**config.mk**
```make
export PLATFORM = sky130hd
export DESIGN_NAME = mau_dot_sequencer
export DESIGN_NICKNAME = d
export VERILOG_FILES = /design/src/rtl/mau_dot_sequencer.sv
export SDC_FILE = /design/constraint.sdc
export NUM_CORES = 1
export LEC_CHECK = 0
export CORE_UTILIZATION = 42
export CTS_CLUSTER_DIAMETER = 200
export DETAILED_ROUTE_END_ITERATION = 12
export DONT_BUFFER_PORTS = 1
export PLACE_DENSITY_LB_ADDON = 0.1
export SYNTH_ARGS = -nofsm -noshare
export SYNTH_HDL_FRONTEND = slang
export SYNTH_SLANG_ARGS = --single-unit
```
**constraint.sdc**
```tcl
create_clock -name clk -period 2.01 [get_ports clk]
set_input_delay 0.1005 -clock clk [delete_from_list [all_inputs] [get_ports clk]]
set_output_delay 0.1005 -clock clk [all_outputs]
set_load 0.005 [all_outputs]
```
**src/rtl/mau_dot_sequencer.sv**
```systemverilog
// mau_dot_sequencer: walks a VRAM operand vector two elements per cycle and times the MAU multiply/accumulate
//   clk, reset (async, active high); start, base_addr, length request a dot product of length pairs
//   bus_gnt: X operands valid; busy, done, clr_acc: run status; cea/ceb, ada/adb: VRAM read ports
//   bus_req, set_mults, set_acc: X operand request and multiplier/accumulator load strobes
module mau_dot_sequencer #(
   parameter int ADDR_W = 10,
   parameter int LEN_W  = 9
) (
   input  logic              clk,
   input  logic              reset,
   input  logic              start,
   input  logic [ADDR_W-1:0] base_addr,
   input  logic [LEN_W-1:0]  length,
   input  logic              bus_gnt,
   output logic              busy,
   output logic              done,
   output logic              clr_acc,
   output logic              cea,
   output logic              ceb,
   output logic [ADDR_W-1:0] ada,
   output logic [ADDR_W-1:0] adb,
   output logic              bus_req,
   output logic              set_mults,
   output logic              set_acc
);
   typedef enum logic [2:0] {IDLE, LOAD, ISSUE, DRAIN, DONE} state_t;
   state_t state, state_nx;
   logic [ADDR_W-1:0] base, ada_q, adb_q;
   logic [LEN_W-1:0] len, k;
   logic v1, v2, adv, issue;
   // Read data waiting on the bus grant is the only thing that can stall the pipeline.
   assign adv = ~v1 | bus_gnt;
   always_ff @(posedge clk or posedge reset)
      if (reset) state <= IDLE;
      else state <= state_nx;
   always_comb begin
      state_nx  = state;
      busy      = state != IDLE;
      done      = state == DONE;
      clr_acc   = state == LOAD;
      issue     = (state == ISSUE) & adv;
      cea       = issue;
      ceb       = issue;
      ada       = state == ISSUE ? base + ADDR_W'({k, 1'b0}) : ada_q;
      adb       = state == ISSUE ? base + ADDR_W'({k, 1'b1}) : adb_q;
      bus_req   = v1;
      set_mults = v1 & bus_gnt;
      set_acc   = v2 & adv;
      case (state)
         IDLE:    state_nx = start ? LOAD : IDLE;
         LOAD:    state_nx = len != '0 ? ISSUE : DONE;
         ISSUE:   state_nx = issue && k == len - LEN_W'(1) ? DRAIN : ISSUE;
         // With v1 clear the last multiplier result moves into the accumulator this cycle.
         DRAIN:   state_nx = v1 ? DRAIN : DONE;
         default: state_nx = IDLE;
      endcase
   end
   always_ff @(posedge clk or posedge reset)
      if (reset) begin
         base  <= '0;
         len   <= '0;
         k     <= '0;
         v1    <= 1'b0;
         v2    <= 1'b0;
         ada_q <= '0;
         adb_q <= '0;
      end else begin
         if (state == IDLE && start) begin
            base <= base_addr;
            len  <= length;
         end
         if (state == LOAD) k <= '0;
         else if (issue) k <= k + LEN_W'(1);
         if (adv) begin
            v1 <= issue;
            v2 <= v1;
         end
         if (state == ISSUE) begin
            ada_q <= ada;
            adb_q <= adb;
         end
      end
endmodule

```
==> results.json, run 1 <==
{
  "run_status": "finished, violations left",
  "failed_checks": "setup timing",
  "clk-insertion-delay-late_ps": 310,
  "met2_usage": 0.331,
  "detailedRoute.firstPassIterationCount": 4,
  "irDropWorstVdd_mv": 0.616,
  "synthCells": 334,
  "critPathCaptureType": "output port",
  "drt_iter0_drc": 120,
  "root_buffer": "sky130_fd_sc_hd__clkbuf_8",
  "vias_per_cell": 5.10,
  "leakage_nw": 1.76,
  "timing.final.max_slew_violations": 0,
  "cp_data_arrival_time_ps": 2140,
  "post-route-min-period_ps": 2250,
  "power.density_nw_per_um2": 1670,
  "fin_area_um2": 4020,
  "die_height_um": 87.9,
  "ctsHtreeMaxLevel": 2,
  "switching_share": 0.412,
  "io_buffer_count": 0,
  "layout-drive-gt1-share": 0.291,
  "setup_total_negative_slack_ps": -1650,
  "design_power_total_mw": 6.72,
  "tritoncts_num_sinks": 53,
  "nNetsFinal": 427,
  "postRouteAntennaNets": 0,
  "clock_buffer_depth": 2,
  "detailedPlacementHpwl_mm": 4.99,
  "min_path_type": "input port to flop",
  "final_core_util": 0.579,
  "gp_congestion": 0.839,
  "p_sw_mw": 2.77,
  "num_vias": 2489,
  "cts.clk_slew.worst_paths_ps": 90,
  "core-area_um2": 6940,
  "internal-power_mw": 3.95,
  "dieArea_um2": 7730,
  "drv_cap": 0,
  "synth_edf_count": 0,
  "drc": 0,
  "worstPathCellList": "ha_2, inv_2, fa_2, nor2b_4, o21ai_2, a21oi_1, or4_4, nand3_2",
  "seq_area_frac_synth": 0.428,
  "critical_path.max_fanout": 3,
  "worst_pin_slew_ps": 571,
  "cts_buffers": 5,
  "initial_utilization": 0.446,
  "ff_latch_count_synth": 53,
  "grt_start_max_net_pins": 47,
  "number_of_antenna_violations_at_the_first_check_in_global_routing": 0,
  "crit_path_top_delay_cell": "sky130_fd_sc_hd__or4_4",
  "global_route.usage.met3": 0.0405,
  "combinationalPowerShare": 0.618,
  "worst-path-buf-inv": 1,
  "timing_hold_violations_final": 0,
  "tritoncts": "yes",
  "design.portCount": 51,
  "cp-start-kind": "flop",
  "max_slew_headroom": 0.619,
  "unique_masters_post_synth": 45,
  "worst_clock_skew_on_the_final_layout_ps": 6.41,
  "synth.net_count": 369,
  "dpl-instance-area_um2": 3490,
  "floorplan.die.width_um": 87.9,
  "yosys_warnings": 0,
  "met1_usage": 0.249,
  "fmax_ghz": 0.445,
  "area_of_the_mapped_netlist_um2": 3100,
  "share_of_total_power_in_the_clock_network": 0.092,
  "layout_setup_ws_ps": -235,
  "area_growth_pct": 29.6,
  "num_antenna_cells": 0,
  "critical-path-top-delay-family": "simple AND/OR/NAND/NOR gates",
  "timing_worst_setup_path_type": "flop to output port",
  "synth_async_sr_flop_share": 1.00,
  "cp_slowest_stage_delay_ps": 430,
  "seq_power_share": 0.290,
  "setup_viol_count_final": 12,
  "crit_required_ps": 1910,
  "grt-busiest-layer": "met2",
  "grt_first_pass_wirelength_mm": 11.4,
  "ratio_of_final_minimum_period_to_clock_period": 1.12,
  "dominantRegCellSynth": "sky130_fd_sc_hd__dfrtp_1",
  "grt.overflow.total": 0,
  "floorplan.rows": 30,
  "via_count_of_the_first_global_routing_pass": 2370,
  "grt.total_usage": 0.195,
  "routed_wire_length_per_instance_um": 13.9,
  "grt_setup_unrepaired": "yes",
  "place_worst_setup_slack_ps": 6.82,
  "wirelength_mm": 6.78,
  "synthesis.area_per_instance_um2": 9.28
}
==> state kept, by name, summed over array words and instances (netlist names) <==
register,flops
ada_q,10
adb_q,10
state,3
len,9
bus_req,1
base,10
v2,1
k,9
==> timing repair <==
item                       CTS  global route
pin swaps                   10             9
setup endpoints to repair   15            15
hold endpoints to repair    44             0
hold buffers                21             0
buffers inserted             4             1
gates resized for setup     32            21
==> worst reg2reg max path: stages, from the launching register on <==
cell	delay (ps)
sky130_fd_sc_hd__dfrtp_1	390
sky130_fd_sc_hd__ha_2	200
sky130_fd_sc_hd__inv_2	40
sky130_fd_sc_hd__fa_2	410
sky130_fd_sc_hd__nor2b_4	130
sky130_fd_sc_hd__o21ai_2	90
sky130_fd_sc_hd__a31oi_2	230
sky130_fd_sc_hd__nor4_1	90
sky130_fd_sc_hd__a211o_1	270
==> layout make-up <==
| type | count | area (um^2) |
|---|---|---|
| fillers | 654 | 2930 |
| flip-flops and latches | 53 | 1330 |
| multi-input cells | 248 | 1820 |
| repair buffers | 68 | 601 |
| inverters | 16 | 60.1 |
| clock buffers | 7 | 86.3 |
| well taps | 96 | 120 |
==> cell usage in the layout (no fill, tap or decap), drive strengths merged, types with 2 or more instances in the layout <==
master | netlist | layout
dfrtp | 53 | 53
buf | 10 | 47
nand2 | 40 | 40
o21ai | 40 | 40
dlygate4sd3 | 0 | 21
nor2 | 20 | 20
a21oi | 20 | 20
inv | 16 | 16
mux2 | 15 | 15
xor2 | 15 | 15
xnor2 | 15 | 15
nand3 | 12 | 12
nor3 | 10 | 10
ha | 10 | 10
nand4 | 7 | 7
clkbuf | 7 | 7
and2 | 5 | 5
o31ai | 4 | 4
a21o | 3 | 3
o21a | 3 | 3
or3 | 3 | 3
and3 | 2 | 2
nand2b | 2 | 2
mux2i | 2 | 2
a211o | 2 | 2
fa | 2 | 2
nor2b | 2 | 2
or2 | 2 | 2
==> metrics by stage <==
stage	std cells	hold WS, ps
after floorplan	334	217
final	488	103
after global routing	488	104
after detailed placement	455	81.5
after CTS	487	92.9
after global placement	455	71.3
==> power groups by stage <==
stage	combinational (mW)	clock (mW)	sequential [mW]
final	4.15	0.620	1.95
after global routing	4.67	0.695	2.01
after CTS	3.95	0.649	1.95
after detailed placement	3.67	0	1.94
after global placement	3.62	0	1.92
after floorplan	2.47	0	1.85
==> synthesized netlist by cell type (3+ instances only) <==
cell type | instances | share of area
sky130_fd_sc_hd__clkbuf_1 | 7 | 0.0085
sky130_fd_sc_hd__buf_2 | 7 | 0.011
sky130_fd_sc_hd__o31ai_1 | 4 | 0.0097
sky130_fd_sc_hd__nand4_1 | 7 | 0.014
sky130_fd_sc_hd__a21oi_1 | 20 | 0.032
sky130_fd_sc_hd__mux2_2 | 15 | 0.055
sky130_fd_sc_hd__xnor2_1 | 15 | 0.042
sky130_fd_sc_hd__inv_1 | 16 | 0.019
sky130_fd_sc_hd__and2_1 | 5 | 0.010
sky130_fd_sc_hd__nor2_1 | 20 | 0.024
sky130_fd_sc_hd__or3_1 | 3 | 0.0061
sky130_fd_sc_hd__nand3_1 | 11 | 0.018
sky130_fd_sc_hd__nand2_1 | 39 | 0.047
sky130_fd_sc_hd__dfrtp_1 | 53 | 0.43
sky130_fd_sc_hd__buf_4 | 3 | 0.0073
sky130_fd_sc_hd__o21ai_0 | 39 | 0.063
sky130_fd_sc_hd__ha_1 | 10 | 0.040
sky130_fd_sc_hd__xor2_1 | 15 | 0.042
sky130_fd_sc_hd__o21a_1 | 3 | 0.0073
sky130_fd_sc_hd__nor3_1 | 8 | 0.013
sky130_fd_sc_hd__a21o_1 | 3 | 0.0073
==> kinds of logic after synthesis <==
family                     after synthesis  synth area share
and+or+nand+nor                        111             0.184
buffers and inverters                   33            0.0464
DFF                                     53             0.428
AOI/OAI and AO/OA                       78             0.143
adders and majority gates               12            0.0533
xor gates and xnor gates                30            0.0848
muxes                                   17            0.0610
==> metal layers <==
layer / up-vias / part of all wire
met1: 1178 / 0.45
met5: - / 0
met2: 37 / 0.50
met4: 0 / 0.015
met3: 10 / 0.031
li1: 1264 / -
==> final timing paths <==
path                       depth (start not counted)     start  slack (ps)        to
max                                                8      k[0]        -240    ada[9]
min in group asynchronous                          2     reset         300    len[2]
max reg2reg                                        8      k[0]          60  adb_q[9]
min reg2reg                                        2  ada_q[0]         480  ada_q[0]
min                                                3     start         100  state[0]
max in group asynchronous                          3     reset        1170  adb_q[4]
(Power assumes the default switching activity.)
==> inputs of run 2 (changes only) <==
CTS_BUF_LIST = sky130_fd_sc_hd__clkbuf_2 sky130_fd_sc_hd__clkbuf_4 sky130_fd_sc_hd__clkbuf_8   (was not set)
==> results.json, run 2 (synthesis gave the netlist of run 1 again) <==
{
  "grt-busiest-layer": "met2",
  "worst-path-buf-inv": 1,
  "leakage_nw": 1.79,
  "critPathCaptureType": "output port",
  "gp_congestion": 0.839,
  "root_buffer": "sky130_fd_sc_hd__clkbuf_8",
  "num_vias": 2512,
  "core-area_um2": 6940,
  "cts_buffers": 5,
  "vias_per_cell": 5.13,
  "worst_pin_slew_ps": 574,
  "setup_viol_count_final": 12,
  "clock_buffer_depth": 2,
  "cp-start-kind": "flop",
  "post-route-min-period_ps": 2240,
  "io_buffer_count": 0,
  "run_status": "finished, violations left",
  "crit_required_ps": 1910,
  "max_slew_headroom": 0.616,
  "die_height_um": 87.9,
  "met2_usage": 0.339,
  "routed_wire_length_per_instance_um": 14.4,
  "area_growth_pct": 33.0,
  "grt_setup_unrepaired": "yes",
  "layout-drive-gt1-share": 0.310,
  "irDropWorstVdd_mv": 0.619,
  "grt_start_max_net_pins": 47,
  "hold_worst_slack_ps": 106,
  "cp_slowest_stage_delay_ps": 380,
  "wirelength_mm": 7.05,
  "detailedPlacementHpwl_mm": 4.99,
  "mostFrequentLayoutCells": "sky130_fd_sc_hd__dfrtp_1 (52), sky130_fd_sc_hd__buf_4 (43), sky130_fd_sc_hd__nand2_1 (36), sky130_fd_sc_hd__o21ai_0 (26), sky130_fd_sc_hd__dlygate4sd3_1 (21)",
  "drc": 0,
  "grt_first_pass_wirelength_mm": 11.5,
  "cts.clk_slew.worst_paths_ps": 90,
  "floorplan.die.width_um": 87.9,
  "layoutNonFillerInstCount": 490,
  "worstPathCellList": "ha_2, inv_2, fa_2, nor2b_2, o21ai_2, a31oi_2, nor4_1, a211o_1",
  "tritoncts_num_sinks": 53,
  "layout_setup_ws_ps": -233,
  "critical-path-top-delay-family": "compound AO/OA/AOI/OAI gates",
  "power.density_nw_per_um2": 1670,
  "critical_path.max_fanout": 3,
  "reg_top3": "ada_q: 10 flops, adb_q: 10 flops, base: 10 flops",
  "min_path_type": "input port to flop",
  "ctsHtreeMaxLevel": 2,
  "ratio_of_final_minimum_period_to_clock_period": 1.12,
  "design.portCount": 51,
  "failed_checks": "setup timing",
  "floorplan.rows": 30,
  "cp_data_arrival_time_ps": 2140,
  "drt_iter0_drc": 100,
  "crit_path_top_delay_cell": "sky130_fd_sc_hd__fa_2",
  "final_core_util": 0.594,
  "grt.total_usage": 0.196,
  "grt.overflow.total": 0,
  "global_route.usage.met3": 0.0386,
  "number_of_antenna_violations_at_the_first_check_in_global_routing": 0,
  "worst_clock_skew_on_the_final_layout_ps": 8.49,
  "timing.final.max_slew_violations": 0,
  "timing_hold_violations_final": 0,
  "met1_usage": 0.250,
  "final_common_cell": "sky130_fd_sc_hd__dfrtp_1",
  "initial_utilization": 0.446,
  "timing_worst_setup_path_type": "flop to output port",
  "clk-insertion-delay-late_ps": 310,
  "drv_cap": 0,
  "via_count_of_the_first_global_routing_pass": 2372,
  "tritoncts": "yes",
  "layout.filler_cells": 641,
  "num_antenna_cells": 0,
  "fmax_ghz": 0.446,
  "nNetsFinal": 429,
  "postRouteAntennaNets": 0,
  "dieArea_um2": 7730,
  "detailedRoute.firstPassIterationCount": 4,
  "placed_cells": 455
}
-- run 2: layout make-up --
| cell class | instances | area, um^2 | area share |
|---|---|---|---|
| inverter | 16 | 60.1 | 0.0146 |
| clock buffer | 7 | 90.1 | 0.0219 |
| multi-input combinational | 248 | 1900 | 0.460 |
| timing repair buffer | 70 | 627 | 0.152 |
| tap | 96 | 120 | 0.0291 |
| sequential | 53 | 1330 | 0.322 |
-- run 2: layer usage --
| layer | vias to the layer above | share of wire |
|---|---|---|
| met4 | 0 | 0.0087 |
| met2 | 38 | 0.52 |
| li1 | 1266 | - |
| met3 | 6 | 0.028 |
| met1 | 1202 | 0.44 |
| met5 | - | 0 |
-- run 2: power breakdown --
group | internal [mW] | total (mW) | switching (mW)
combinational | 2.20 | 4.31 | 2.12
clock | 0.288 | 0.634 | 0.346
sequential | 1.55 | 1.95 | 0.399
total | 4.04 | 6.90 | 2.86
-- run 2: per-stage QoR --
stage / cell area [um^2] / setup WS, ps / total power [mW] / TNS (ps)
after floorplan: 3100 / 21.9 / 4.32 / 0
after global placement: 3490 / 47.2 / 5.54 / 0
after detailed placement: 3490 / 6.82 / 5.61 / 0
after CTS: 3950 / -217 / 6.61 / -1420
after global routing: 4120 / -307 / 7.53 / -3190
final: 4120 / -233 / 6.90 / -1930
-- run 2: worst reg2reg max path, delay by kind of cell, from the launching register on --
family | cells | cell delay, ps
simple gates | 2 | 260
flops | 1 | 360
compound gates | 3 | 610
buf+inv | 1 | 40
fa+ha+maj | 2 | 580
-- run 2: timing repair --
item | in CTS | in global routing
buffers inserted | 4 | 3
resized for setup | 35 | 30
setup endpoints to repair | 15 | 15
hold buffers | 21 | 0
hold endpoints to repair | 44 | 0
pin swaps | 14 | 14
-- run 2: final timing paths --
kind                          start       end  slack [ps]  cells past startpoint
setup / recovery            base[1]    adb[9]        -230                      8
min in group asynchronous     reset    len[2]         300                      2
hold / removal                start  state[0]         110                      3
hold reg to reg            ada_q[0]  ada_q[0]         480                      2
max in group asynchronous     reset  adb_q[4]        1160                      3
setup reg to reg            base[1]  adb_q[9]          50                      8
